[src/rtl/segment_time_reader.sv]
// Receive-side monitor for the four 7-segment digit buses: glitch filter, BCD decode, time
// classification and serial snapshot readout. Define SEGREAD_PARITY_EN for a 17-bit frame with even parity.
module segment_time_reader #(
   parameter int unsigned STABLE_CYCLES = 4,
   parameter int unsigned ERR_CNT_W     = 8
) (
   input  logic                 clk_i,
   input  logic                 rstn_i,
   input  logic [6:0]           segment_hxxx_i,
   input  logic [6:0]           segment_xhxx_i,
   input  logic [6:0]           segment_xxmx_i,
   input  logic [6:0]           segment_xxxm_i,
   input  logic                 rd_req_i,
   output logic [3:0]           val_hxxx_o,
   output logic [3:0]           val_xhxx_o,
   output logic [3:0]           val_xxmx_o,
   output logic [3:0]           val_xxxm_o,
   output logic                 time_valid_o,
   output logic                 tick_1m_o,
   output logic                 jump_o,
   output logic                 code_err_o,
   output logic                 range_err_o,
   output logic [ERR_CNT_W-1:0] err_cnt_o,
   output logic                 ser_data_o,
   output logic                 ser_frame_o
);

   localparam int unsigned CNT_W = $clog2(STABLE_CYCLES + 1);
`ifdef SEGREAD_PARITY_EN
   localparam int unsigned FRAME_W = 17;
`else
   localparam int unsigned FRAME_W = 16;
`endif
   localparam int unsigned BIT_W = $clog2(FRAME_W);

   typedef enum logic {IDLE, SHIFT} state_t;

   // {legal, bcd} for one segment pattern
   function automatic logic [4:0] seg_decode(input logic [6:0] seg);
      case (seg)
         7'h3F:   seg_decode = {1'b1, 4'd0};
         7'h06:   seg_decode = {1'b1, 4'd1};
         7'h5B:   seg_decode = {1'b1, 4'd2};
         7'h4F:   seg_decode = {1'b1, 4'd3};
         7'h66:   seg_decode = {1'b1, 4'd4};
         7'h6D:   seg_decode = {1'b1, 4'd5};
         7'h7D:   seg_decode = {1'b1, 4'd6};
         7'h07:   seg_decode = {1'b1, 4'd7};
         7'h7F:   seg_decode = {1'b1, 4'd8};
         7'h6F:   seg_decode = {1'b1, 4'd9};
         default: seg_decode = 5'd0;
      endcase
   endfunction

   logic [27:0]          sample_q, sample_d;
   logic [CNT_W-1:0]     cnt_q, cnt_d;
   logic [15:0]          digits_q, digits_d;
   logic                 valid_q, valid_d;
   logic                 tick_q, tick_d;
   logic                 jump_q, jump_d;
   logic                 cerr_q, cerr_d;
   logic                 rerr_q, rerr_d;
   logic [ERR_CNT_W-1:0] err_cnt_q, err_cnt_d;
   state_t               state_q, state_d;
   logic [FRAME_W-1:0]   shreg_q, shreg_d;
   logic [BIT_W-1:0]     bcnt_q, bcnt_d;
   logic                 sdata_q, sdata_d;
   logic                 sframe_q, sframe_d;

   logic [27:0]        seg_in;
   logic               accept;
   logic [4:0]         dec_h, dec_xh, dec_m, dec_xm;
   logic [15:0]        new_time, inc_time;
   logic               codes_ok, in_range;
   logic [FRAME_W-1:0] snap;

   always_comb begin
      sample_d  = sample_q;
      cnt_d     = cnt_q;
      digits_d  = digits_q;
      valid_d   = valid_q;
      tick_d    = 1'b0;
      jump_d    = 1'b0;
      cerr_d    = 1'b0;
      rerr_d    = 1'b0;
      err_cnt_d = err_cnt_q;
      state_d   = state_q;
      shreg_d   = shreg_q;
      bcnt_d    = bcnt_q;
      sdata_d   = 1'b0;
      sframe_d  = 1'b0;

      // Stability filter: count identical consecutive samples, accept once on reaching the limit
      seg_in   = {segment_hxxx_i, segment_xhxx_i, segment_xxmx_i, segment_xxxm_i};
      sample_d = seg_in;
      if (seg_in != sample_q)
         cnt_d = '0;
      else if (cnt_q != CNT_W'(STABLE_CYCLES))
         cnt_d = cnt_q + CNT_W'(1);
      accept = (cnt_q != CNT_W'(STABLE_CYCLES)) && (cnt_d == CNT_W'(STABLE_CYCLES));

      dec_h    = seg_decode(sample_q[27:21]);
      dec_xh   = seg_decode(sample_q[20:14]);
      dec_m    = seg_decode(sample_q[13:7]);
      dec_xm   = seg_decode(sample_q[6:0]);
      new_time = {dec_h[3:0], dec_xh[3:0], dec_m[3:0], dec_xm[3:0]};
      codes_ok = dec_h[4] & dec_xh[4] & dec_m[4] & dec_xm[4];
      in_range = !((dec_h[3:0] > 4'd2) || (dec_m[3:0] > 4'd5) ||
                   ((dec_h[3:0] == 4'd2) && (dec_xh[3:0] > 4'd3)));

      // Current time plus one minute, with BCD carries and midnight wrap
      if (digits_q[3:0] != 4'd9)
         inc_time = {digits_q[15:4], digits_q[3:0] + 4'd1};
      else if (digits_q[7:4] != 4'd5)
         inc_time = {digits_q[15:8], digits_q[7:4] + 4'd1, 4'd0};
      else if (digits_q[15:8] == 8'h23)
         inc_time = 16'h0000;
      else if (digits_q[11:8] == 4'd9)
         inc_time = {digits_q[15:12] + 4'd1, 12'h000};
      else
         inc_time = {digits_q[15:12], digits_q[11:8] + 4'd1, 8'h00};

      if (accept) begin
         if (!codes_ok || !in_range) begin
            cerr_d = !codes_ok;
            rerr_d = codes_ok;
            if (err_cnt_q != '1)
               err_cnt_d = err_cnt_q + ERR_CNT_W'(1);
         end else begin
            digits_d = new_time;
            valid_d  = 1'b1;
            if (valid_q && (new_time == inc_time))
               tick_d = 1'b1;
            else if (valid_q && (new_time != digits_q))
               jump_d = 1'b1;
         end
      end

`ifdef SEGREAD_PARITY_EN
      snap = {digits_q, ^digits_q};
`else
      snap = digits_q;
`endif

      // Serial snapshot: first bit driven on the request edge, then one bit per cycle
      case (state_q)
         IDLE: begin
            if (rd_req_i && valid_q) begin
               state_d  = SHIFT;
               sframe_d = 1'b1;
               sdata_d  = snap[FRAME_W-1];
               shreg_d  = {snap[FRAME_W-2:0], 1'b0};
               bcnt_d   = BIT_W'(FRAME_W - 1);
            end
         end
         SHIFT: begin
            if (bcnt_q != '0) begin
               sframe_d = 1'b1;
               sdata_d  = shreg_q[FRAME_W-1];
               shreg_d  = {shreg_q[FRAME_W-2:0], 1'b0};
               bcnt_d   = bcnt_q - BIT_W'(1);
            end else begin
               state_d = IDLE;
            end
         end
         default: state_d = IDLE;
      endcase
   end

   always_ff @(posedge clk_i) begin
      if (!rstn_i) begin
         sample_q  <= '0;
         cnt_q     <= '0;
         digits_q  <= '0;
         valid_q   <= 1'b0;
         tick_q    <= 1'b0;
         jump_q    <= 1'b0;
         cerr_q    <= 1'b0;
         rerr_q    <= 1'b0;
         err_cnt_q <= '0;
         state_q   <= IDLE;
         shreg_q   <= '0;
         bcnt_q    <= '0;
         sdata_q   <= 1'b0;
         sframe_q  <= 1'b0;
      end else begin
         sample_q  <= sample_d;
         cnt_q     <= cnt_d;
         digits_q  <= digits_d;
         valid_q   <= valid_d;
         tick_q    <= tick_d;
         jump_q    <= jump_d;
         cerr_q    <= cerr_d;
         rerr_q    <= rerr_d;
         err_cnt_q <= err_cnt_d;
         state_q   <= state_d;
         shreg_q   <= shreg_d;
         bcnt_q    <= bcnt_d;
         sdata_q   <= sdata_d;
         sframe_q  <= sframe_d;
      end
   end

   assign val_hxxx_o   = digits_q[15:12];
   assign val_xhxx_o   = digits_q[11:8];
   assign val_xxmx_o   = digits_q[7:4];
   assign val_xxxm_o   = digits_q[3:0];
   assign time_valid_o = valid_q;
   assign tick_1m_o    = tick_q;
   assign jump_o       = jump_q;
   assign code_err_o   = cerr_q;
   assign range_err_o  = rerr_q;
   assign err_cnt_o    = err_cnt_q;
   assign ser_data_o   = sdata_q;
   assign ser_frame_o  = sframe_q;

endmodule

[config.mk]
export PLATFORM = sky130hd
export DESIGN_NAME = segment_time_reader
export DESIGN_NICKNAME = d
export VERILOG_FILES = /design/src/rtl/segment_time_reader.sv
export SDC_FILE = /design/constraint.sdc
export NUM_CORES = 1
export LEC_CHECK = 0
export CORE_MARGIN = 4
export CORE_UTILIZATION = 45
export DETAILED_ROUTE_END_ITERATION = 7
export PLACE_DENSITY = 0.69
export SETUP_SLACK_MARGIN = 0.1
export SLEW_MARGIN = 10
export SYNTH_ARGS = -nofsm -noshare
export SYNTH_HDL_FRONTEND = slang
export SYNTH_SLANG_ARGS = --single-unit
export TNS_END_PERCENT = 1
[constraint.sdc]
create_clock -name clk_i -period 2.2 [get_ports clk_i]
set_input_delay 0.33 -clock clk_i [delete_from_list [all_inputs] [get_ports clk_i]]
set_output_delay 0.33 -clock clk_i [all_outputs]
set_load 0.01 [all_outputs]
## Word-level counts from Yosys, hierarchy flattened

Cells that the tools add are included.

| word-level totals | value |
|---|---|
| logic and storage cells | 123 |
| bits in latches | 0 |
| ROM bits | 0 |
| memory bits (writable) | 0 |
| output and inout bits | 31 |
| memories | 0 |
| register bits | 82 |

| operators by class | value |
|---|---|
| div/mod/pow operators | 0 |
| eq/ne operators | 53 |
| reductions and logical operators | 16 |
| $add $sub $neg | 7 |
| multipliers | 0 |
| bitwise logic cells | 7 |
| shift-type cells | 0 |
| mux-type cells | 24 |
| $lt $le $gt $ge | 3 |

Operator list:

| cell | count |
|---|---|
| 5-bit case mux with 10 select lines | 4 |
| 7-bit equality test, second input constant | 28 |
| 16-bit two-way mux | 6 |
| 7-bit by 3-bit equality test with 1-bit output, second input constant | 8 |
| 16-bit case mux with 2 select lines | 1 |
| 7-bit by 6-bit equality test with 1-bit output, second input constant | 4 |
| 28-bit != test | 1 |
| 4-bit by 1-bit adder with 4-bit output, second input constant | 4 |
| 16-bit equality test | 1 |
| 16-bit != test | 1 |
| 8-bit by 1-bit adder with 8-bit output, second input constant | 1 |
| 8-bit by 6-bit equality test with 1-bit output, second input constant | 1 |
| 4-bit by 2-bit > comparator with 1-bit output, second input constant | 2 |
| 4-bit two-way mux | 2 |
| 8-bit != test, second input constant | 1 |
| 4-bit case mux with 2 select lines | 1 |
| 1-bit two-way mux | 6 |
| 3-bit two-way mux | 2 |
| 3-bit AND reduction | 2 |
| 1-bit logical AND | 5 |
| 4-bit by 2-bit equality test with 1-bit output, second input constant | 1 |
| 4-bit equality test, second input constant | 1 |
| 4-bit by 3-bit > comparator with 1-bit output, second input constant | 1 |
| 4-bit by 3-bit != test with 1-bit output, second input constant | 1 |
| 16 further kinds | 25 |

## Depth between registers and ports, before layout

Gate-level depths: netlist of run 1.

| depth | value |
|---|---|
| word-level depth | 9 |
| mapped depth | 11 |

## Worst setup path after synthesis of run 1

OpenSTA, ideal clock, no wires.

| path | value |
|---|---|
| path kind | flip-flop to flip-flop |
| start | reg sample_q[3] |
| end | reg jump_q (netlist: jump_o) |
| period minus slack after synthesis | 2.441 ns |
| cell stages (with the launch flop) | 10 |
| setup slack | -0.241 ns |
| path buffers | 1 |
| arrival time | 2.304 ns |
| setup time | 0.137 ns |
| required time | 2.063 ns |
| cells stage by stage | dfxtp_1 > buf_6 > or3_4 > a2111oi_4 > xor2_1 > o211ai_1 > or3_1 > nor4_2 > nand4_1 > nor4b_4 |

| between the ends | value |
|---|---|
| word-level cells in the longest chain between the ends | 6 |

RTL lines:

| item | line | source |
|---|---|---|
| from (decl) | 55 | `logic [27:0] sample_q, sample_d;` |
| from (signal assigned) | 187 | `sample_q <= sample_d;` |
| branches (longest 6 deep; another with 16-bit equality test) | -- |  |
| to (signal assigned) | 192 | `jump_q <= jump_d;` |
| to (decl) | 60 | `logic jump_q, jump_d;` |

Parallel ways; which one is timed is not known.
A chain may end at the register's enable or synchronous reset.

## Final worst setup path of run 1

| path | value |
|---|---|
| start | reg sample_q[3] |
| end | reg digits_q[3] |

| between the ends | value |
|---|---|
| word-level cells in the longest chain between the ends | 7 |

RTL lines:

| item | line | source |
|---|---|---|
| 7-bit equality test (tied with other cells) | 40 | `case (seg)` |
| 5-bit case mux with 10 select lines | 40 |  |
| 1-bit bitwise AND | 107 | `codes_ok = dec_h[4] & dec_xh[4] & dec_m[4] & dec_xm[4];` |
| 1-bit zero test | 124 | `if (!codes_ok \|\| !in_range) begin` |
| 1-bit logical OR | 124 |  |
| 1-bit NOT (no line) | -- |  |
| 2-bit AND reduction (no line) | -- |  |
| to (signal assigned) | 189 | `digits_q <= digits_d;` |
| to (decl) | 57 | `logic [15:0] digits_q, digits_d;` |

Parallel ways exist; a longest one is shown, timed or not.

==> results of run 1 <==
## timing repair
action / in CTS / in global routing
setup endpoints to repair: 29 / 30
buffers inserted: 2 / 0
pin swaps: 15 / 5
gates resized for setup: 15 / 4
hold buffers: 0 / 0
## area by class of cell
class / count / area, um^2 / share of cell area, %
multi-input combinational: 443 / 3180 / 45.4
inverter: 19 / 71.3 / 1.02
timing repair buffer: 190 / 1630 / 23.3
clock buffer: 12 / 246 / 3.52
clock inverter: 3 / 65.1 / 0.930
tap: 140 / 175 / 2.50
sequential: 81 / 1630 / 23.3
## per-stage QoR
step	cell area [um^2]	instances
floorplan	5110	590
global placement	6580	871
detailed placement	6580	871
CTS	6970	888
global route	7000	888
finish	7000	888
## registers in the layout, indices dropped and copies added (netlist names), 3 cells and up
signal and cells:
digits_q 16, err_cnt_o 8, bcnt_q 4, shreg_q 15
cnt_q 3, sample_q 28
## cell usage in the layout (no fill, tap or decap), drive strengths merged, types with 11 or more instances in the layout
master         instances
nand3                 19
clkdlybuf4s50         61
clkbuf                12
nor2                  52
nand4                 12
nor4                  15
xnor2                 28
inv                   18
buf                  129
dfxtp                 81
xor2                  33
o21ai                 19
nor3                  16
and3                  11
a21oi                 23
and2                  31
nand2                 43
a211oi                14
mux2i                 24
## per-layer routing
layer,up-vias,part of all wire [%],track usage [%]
met4,0,1.6,8.31
met3,14,3.6,3.54
met1,2253,43,26.4
li1,2410,-,-
met2,95,52,38.3
met5,-,0,0
## power by group through the flow
stage               combinational, mW  clock, mW  sequential (mW)
floorplan                       0.204          0             1.54
global placement                0.340          0             1.56
detailed placement              0.351          0             1.56
CTS                             0.359       1.61             1.53
global route                    0.394       1.66             1.54
finish                          0.362       1.59             1.53
## final timing paths
check	cells past startpoint	slack, ps	from	to
max	9	-250	sample_q[3]$_SDFF_PN0_	digits_q[3]$_SDFFE_PN0P_
min	2	500	shreg_q[7]$_SDFFE_PN0P_	shreg_q[7]$_SDFFE_PN0P_
max reg2reg	9	-250	sample_q[3]$_SDFF_PN0_	digits_q[3]$_SDFFE_PN0P_
min reg2reg	2	500	shreg_q[7]$_SDFFE_PN0P_	shreg_q[7]$_SDFFE_PN0P_
## cells in the mapped netlist (11+ instances only)
library cell	instances	area, um^2
buf_2	13	65.1
nor3_1	13	65.1
nor2_1	52	195
xor2_1	33	289
nor4_1	13	81.3
clkbuf_1	23	86.3
o21ai_0	19	95.1
nand3_1	18	90.1
dfxtp_1	81	1620
and3_1	11	68.8
and2_1	31	194
mux2i_1	24	240
inv_1	18	67.6
xnor2_1	28	245
a21oi_1	22	110
nand2_1	43	161
nand4_1	12	75.1
a211oi_1	13	97.6
## worst register-to-register path, stage by stage (launching register included)
cell	delay, ps
dfxtp_2	350
or4b_1	520
o32a_1	170
o22ai_1	220
a21oi_2	120
nor3_4	310
nand3_4	220
buf_12	210
mux2i_1	150
nor2_1	50
## cell families after synthesis
logic type	after synthesis
simple gates	244
fa+ha+maj	8
compound gates	102
buf+inv	66
mux	27
xor+xnor	62
flops	81
==> metrics, run 1 <==
Synth Instances=590; Slew headroom=66.6%; Synth Register Bits=81; Final Cycle Share=112%; simple logic cell fraction of the synthesized area=between 20% and 30%; most frequently used flop master after synthesis=dfxtp_1; power per cell area=around 500 nW/um^2; critical path cell sequence=or4b_1 -> o32a_1 -> o22ai_1 -> a21oi_2 -> nor3_4 -> nand3_4 -> buf_12 -> mux2i_1 -> nor2_1; CP delay by family, top=simple AND/OR/NAND/NOR gates; f_max=between 400 and 500 MHz; Post-DP HPWL=around 10 mm; clock share of power=45.6%; FFs w/ async S/R, synth=0%; Max Root-Sink Buffers=2; mux contribution to synthesized area=between 5 and 6%; drt drc=0; HP Class=flop to flop; Avg Inst Size Synth=roughly 8.6 um^2; kind of critical path=flop to flop; CTS Sinks=between 80 and 90; worst setup margin=-254 ps; Sequential Power Share=roughly 44%; port bufs=a little over 60; EDFF count, synth=0; Finished Core Util=between 60 and 70%; post-DR wirelength/cell=around 15 um; outcome=finished, violations left; dpl ws=-648 ps; distinct cell type count after synthesis=around 70; Initial Util=46.3%; worst skew pair latency=350 ps; width of the die=between 100 and 150 um; Tmin final=2450 ps; hold slack=just under 500 ps; net switching power=about 0.77 mW; RSZ-0062 raised after global routing=yes; register area share after synthesis=roughly 32%; switching share of power=between 20% and 30%; CTS clock-pin slew for the worst setup and hold paths=~60 ps; Clock Tree Root=clkbuf_16; # IOs=just over 60; nets=a little under 800; DRT iter0 DRCs=345; Slowest cell on crit path=or4b_1; failing checks=setup timing; Via density=~5.4; Synth Area in Adders=around 2.0%; Max FO, Critical Path=10; endpoints failing hold=0; total CTS buffers=9; CP max stage delay=between 500 and 600 ps; Total GRT Usage=21.7%; total number of vias=4,772; VDD IR max=roughly 0.43 mV; startpoint types=flop; largest net degree at the start of global routing=43; final-report max-slew violation count=0; Final Setup Violations=27; Chip Height=approximately 110 um; Synth Area in XOR/XNOR=11.0%; vias in the first global route=a little under 5,000; H-tree levels=3; buffers and inverters on the worst path=1; Antenna Nets Post-Route=0; row count=38; ratio of cells with drive above 1 in the final layout=about a quarter; Worst EP arrival=around 2700 ps; die area=between 10,000 and 15,000 um^2; RD Place Congestion=0.841; Overall Power=3.48 mW; Ant. Diodes=0; critical path data required time=around 2400 ps; CTS tree=yes; Synth Area in Compound Gates=around 14%; Clock Skews=slightly below 6 ps; Congestion Overflow GR=0; fill count=around 940; Synth warnings=0; initial antenna violation count=0; Worst-Margin Slew=roughly 500 ps; Post-Syn Nets=629; main combinational cell family by area after synthesis=simple AND/OR/NAND/NOR gates; Worst setup EP type=flop; Int Power=approximately 2.7 mW; Logic pwr share=10.4%; synthesis-to-finish area growth=38.2%; Mapped Area=about 5100 um^2; Setup TNS=-4690 ps; Pre-antenna DRT Iters=4; LEAKAGE=around 2.8 nW; routed wire length=13.5 mm; core area=between 10,000 and 15,000 um^2; max cap viols=0; first-pass GRT wire length=roughly 23 mm
No activity file was read; power rests on OpenSTA's default activity.
==> run 2, diff against run 1 <==
--- a/config.mk
+++ b/config.mk
@@ -6,12 +6,13 @@
 export NUM_CORES = 1
 export LEC_CHECK = 0
 export CORE_MARGIN = 4
-export CORE_UTILIZATION = 45
+export CORE_UTILIZATION = 48
+export CTS_BUF_LIST = sky130_fd_sc_hd__clkbuf_2
 export DETAILED_ROUTE_END_ITERATION = 7
-export PLACE_DENSITY = 0.69
+export PLACE_DENSITY = 0.73
 export SETUP_SLACK_MARGIN = 0.1
 export SLEW_MARGIN = 10
 export SYNTH_ARGS = -nofsm -noshare
 export SYNTH_HDL_FRONTEND = slang
 export SYNTH_SLANG_ARGS = --single-unit
-export TNS_END_PERCENT = 1
+export TNS_END_PERCENT = 30
==> metrics, run 2 (synthesis results as in run 1) <==
first-pass GRT wire length=22.2 mm; RD Place Congestion=0.903; hold slack=366 ps; initial antenna violation count=0; HP Start=segment_xxmx_i[1]; outcome=finished, violations left; worst skew pair latency=between 500 and 600 ps; critical path cell sequence=or3_4 -> a2111oi_4 -> xor2_1 -> o211ai_1 -> or3_1 -> nor4_2 -> nand4_1 -> nor4b_4; LEAKAGE=between 2 and 3 nW; Final Cell Area=a little under 7000 um^2; routed wire length=around 14 mm; Finished Layout Cells=between 800 and 900; max FFs per register=28; row count=37; Top reg by flops=sample_q; R2R Setup Slk=-310 ps; Final Setup Violations=29; synthesis-to-finish area growth=36.9%; total number of vias=4,872; vias in the first global route=about 4,700; RSZ-0062 raised after global routing=yes; Post-DP HPWL=slightly above 10 mm; die area=between 10,000 and 15,000 um^2; Final Cycle Share=114%; max cap viols=0; placed inst area=approximately 6500 um^2; port bufs=approximately 60; width of the die=around 110 um; Via density=about 5.5; buffers and inverters on the worst path=0; Clock Tree Root=clkbuf_2; crit path from=sample_q[3]$_SDFF_PN0_; endpoints failing hold=0; failing checks=setup timing; Slowest cell on crit path=a2111oi_4; Slew headroom=66.9%; Clock Skews=roughly 38 ps; nets=just under 800; Worst EP arrival=2970 ps; dpl ws=-640 ps; H-tree levels=3; Total GRT Usage=a little over a fifth; Congestion Overflow GR=0; cts hold-fix bufs=0; CTS Sinks=81; Worst setup EP type=flop; # IOs=between 60 and 70; core area=slightly above 10,000 um^2; Setup TNS=-6590 ps; Antenna Nets Post-Route=0; CP delay by family, top=simple AND/OR/NAND/NOR gates; f_max=roughly 400 MHz; Ant. Diodes=0; final-report max-slew violation count=0; R2R Path End=jump_o$_SDFF_PP0_; total CTS buffers=9; Levels on crit path=8; HP Class=primary input to flop; Pre-antenna DRT Iters=5; post-DR wirelength/cell=15.5 um; drt drc=0; CP max stage delay=~410 ps; worst reg2reg path depth=8; commonest cells after routing, fill and taps aside=116 x buf_4, 67 x dfxtp_1, 61 x clkdlybuf4s50_1; Max Root-Sink Buffers=2; origin of the critical flop-to-flop path=sample_q[3]$_SDFF_PN0_; Chip Height=about 110 um; Worst Hold End=sample_q[8]$_SDFF_PN0_; fill count=slightly above 800; Worst Hold Path Cells=2; VDD IR max=0.306 mV; Max FO, Critical Path=5; commonest non-fill, non-tap cell in the layout=buf_4; ratio of cells with drive above 1 in the final layout=about 28%; power per cell area=373 nW/um^2; Tmin final=between 2000 and 3000 ps; kind of critical path=flop to flop; Largest regs=sample_q: 28 flops, digits_q: 16 flops, shreg_q: 15 flops; Finished Core Util=67.2%; Post-Place Cells=between 800 and 900; DRT iter0 DRCs=between 300 and 400; CTS clock-pin slew for the worst setup and hold paths=between 200 and 250 ps; worst setup margin=-307 ps; Worst-Margin Slew=just under 500 ps; startpoint types=flop; Initial Util=approximately half; critical path data required time=about 2700 ps; largest net degree at the start of global routing=between 40 and 50; CTS tree=yes; Overall Power=2.59 mW
==> run 2: cell types whose count changed in the layout (fill, tap and decap cells not counted), sizes merged <==
| cell | change |
|---|---|
| clkbuf | -3 |
| clkinv | +3 |
| bufinv | -2 |
| inv | +1 |
| buf | +2 |
| clkinvlp | +1 |
==> run 2: worst max-delay path by stage <==
stage               slack, ps                        end
floorplan                 -90  digits_q[13]$_SDFFE_PN0P_
global placement         -580  err_cnt_o[5]$_SDFFE_PN0P_
detailed placement       -640  err_cnt_o[5]$_SDFFE_PN0P_
CTS                      -290          jump_o$_SDFF_PP0_
global route             -410          jump_o$_SDFF_PP0_
finish                   -310          jump_o$_SDFF_PP0_
==> run 2: final cells by class <==
class	instances	area (um^2)	area share, %
clock buffers	9	45.0	0.649
multi-input cells	443	3280	47.3
well taps	136	170	2.45
inverters	19	71.3	1.03
clock inverters	6	35.0	0.505
repair buffers	192	1690	24.4
flip-flops and latches	81	1640	23.7
==> run 2: repair_timing <==
item | 4_1_cts | 5_1_grt
pin swaps | 21 | 13
setup endpoints to repair | 29 | 32
buffers inserted | 7 | 5
resized for setup | 38 | 26
hold endpoints to repair | 0 | 0
==> run 2: power by group <==
part	internal, mW	switching [mW]
logic	0.201	0.176
clock network	0.137	0.538
registers	1.50	0.0355
==> run 2: layer usage <==
| layer | GRT usage (%) | wire length, um | vias to the layer above |
|---|---|---|---|
| met1 | 27.4 | 5920 | 2299 |
| met3 | 3.33 | 607 | 28 |
| met4 | 9.03 | 352 | 0 |
| met2 | 36.8 | 6840 | 129 |
| li1 | - | - | 2416 |
| met5 | 0 | 0 | - |
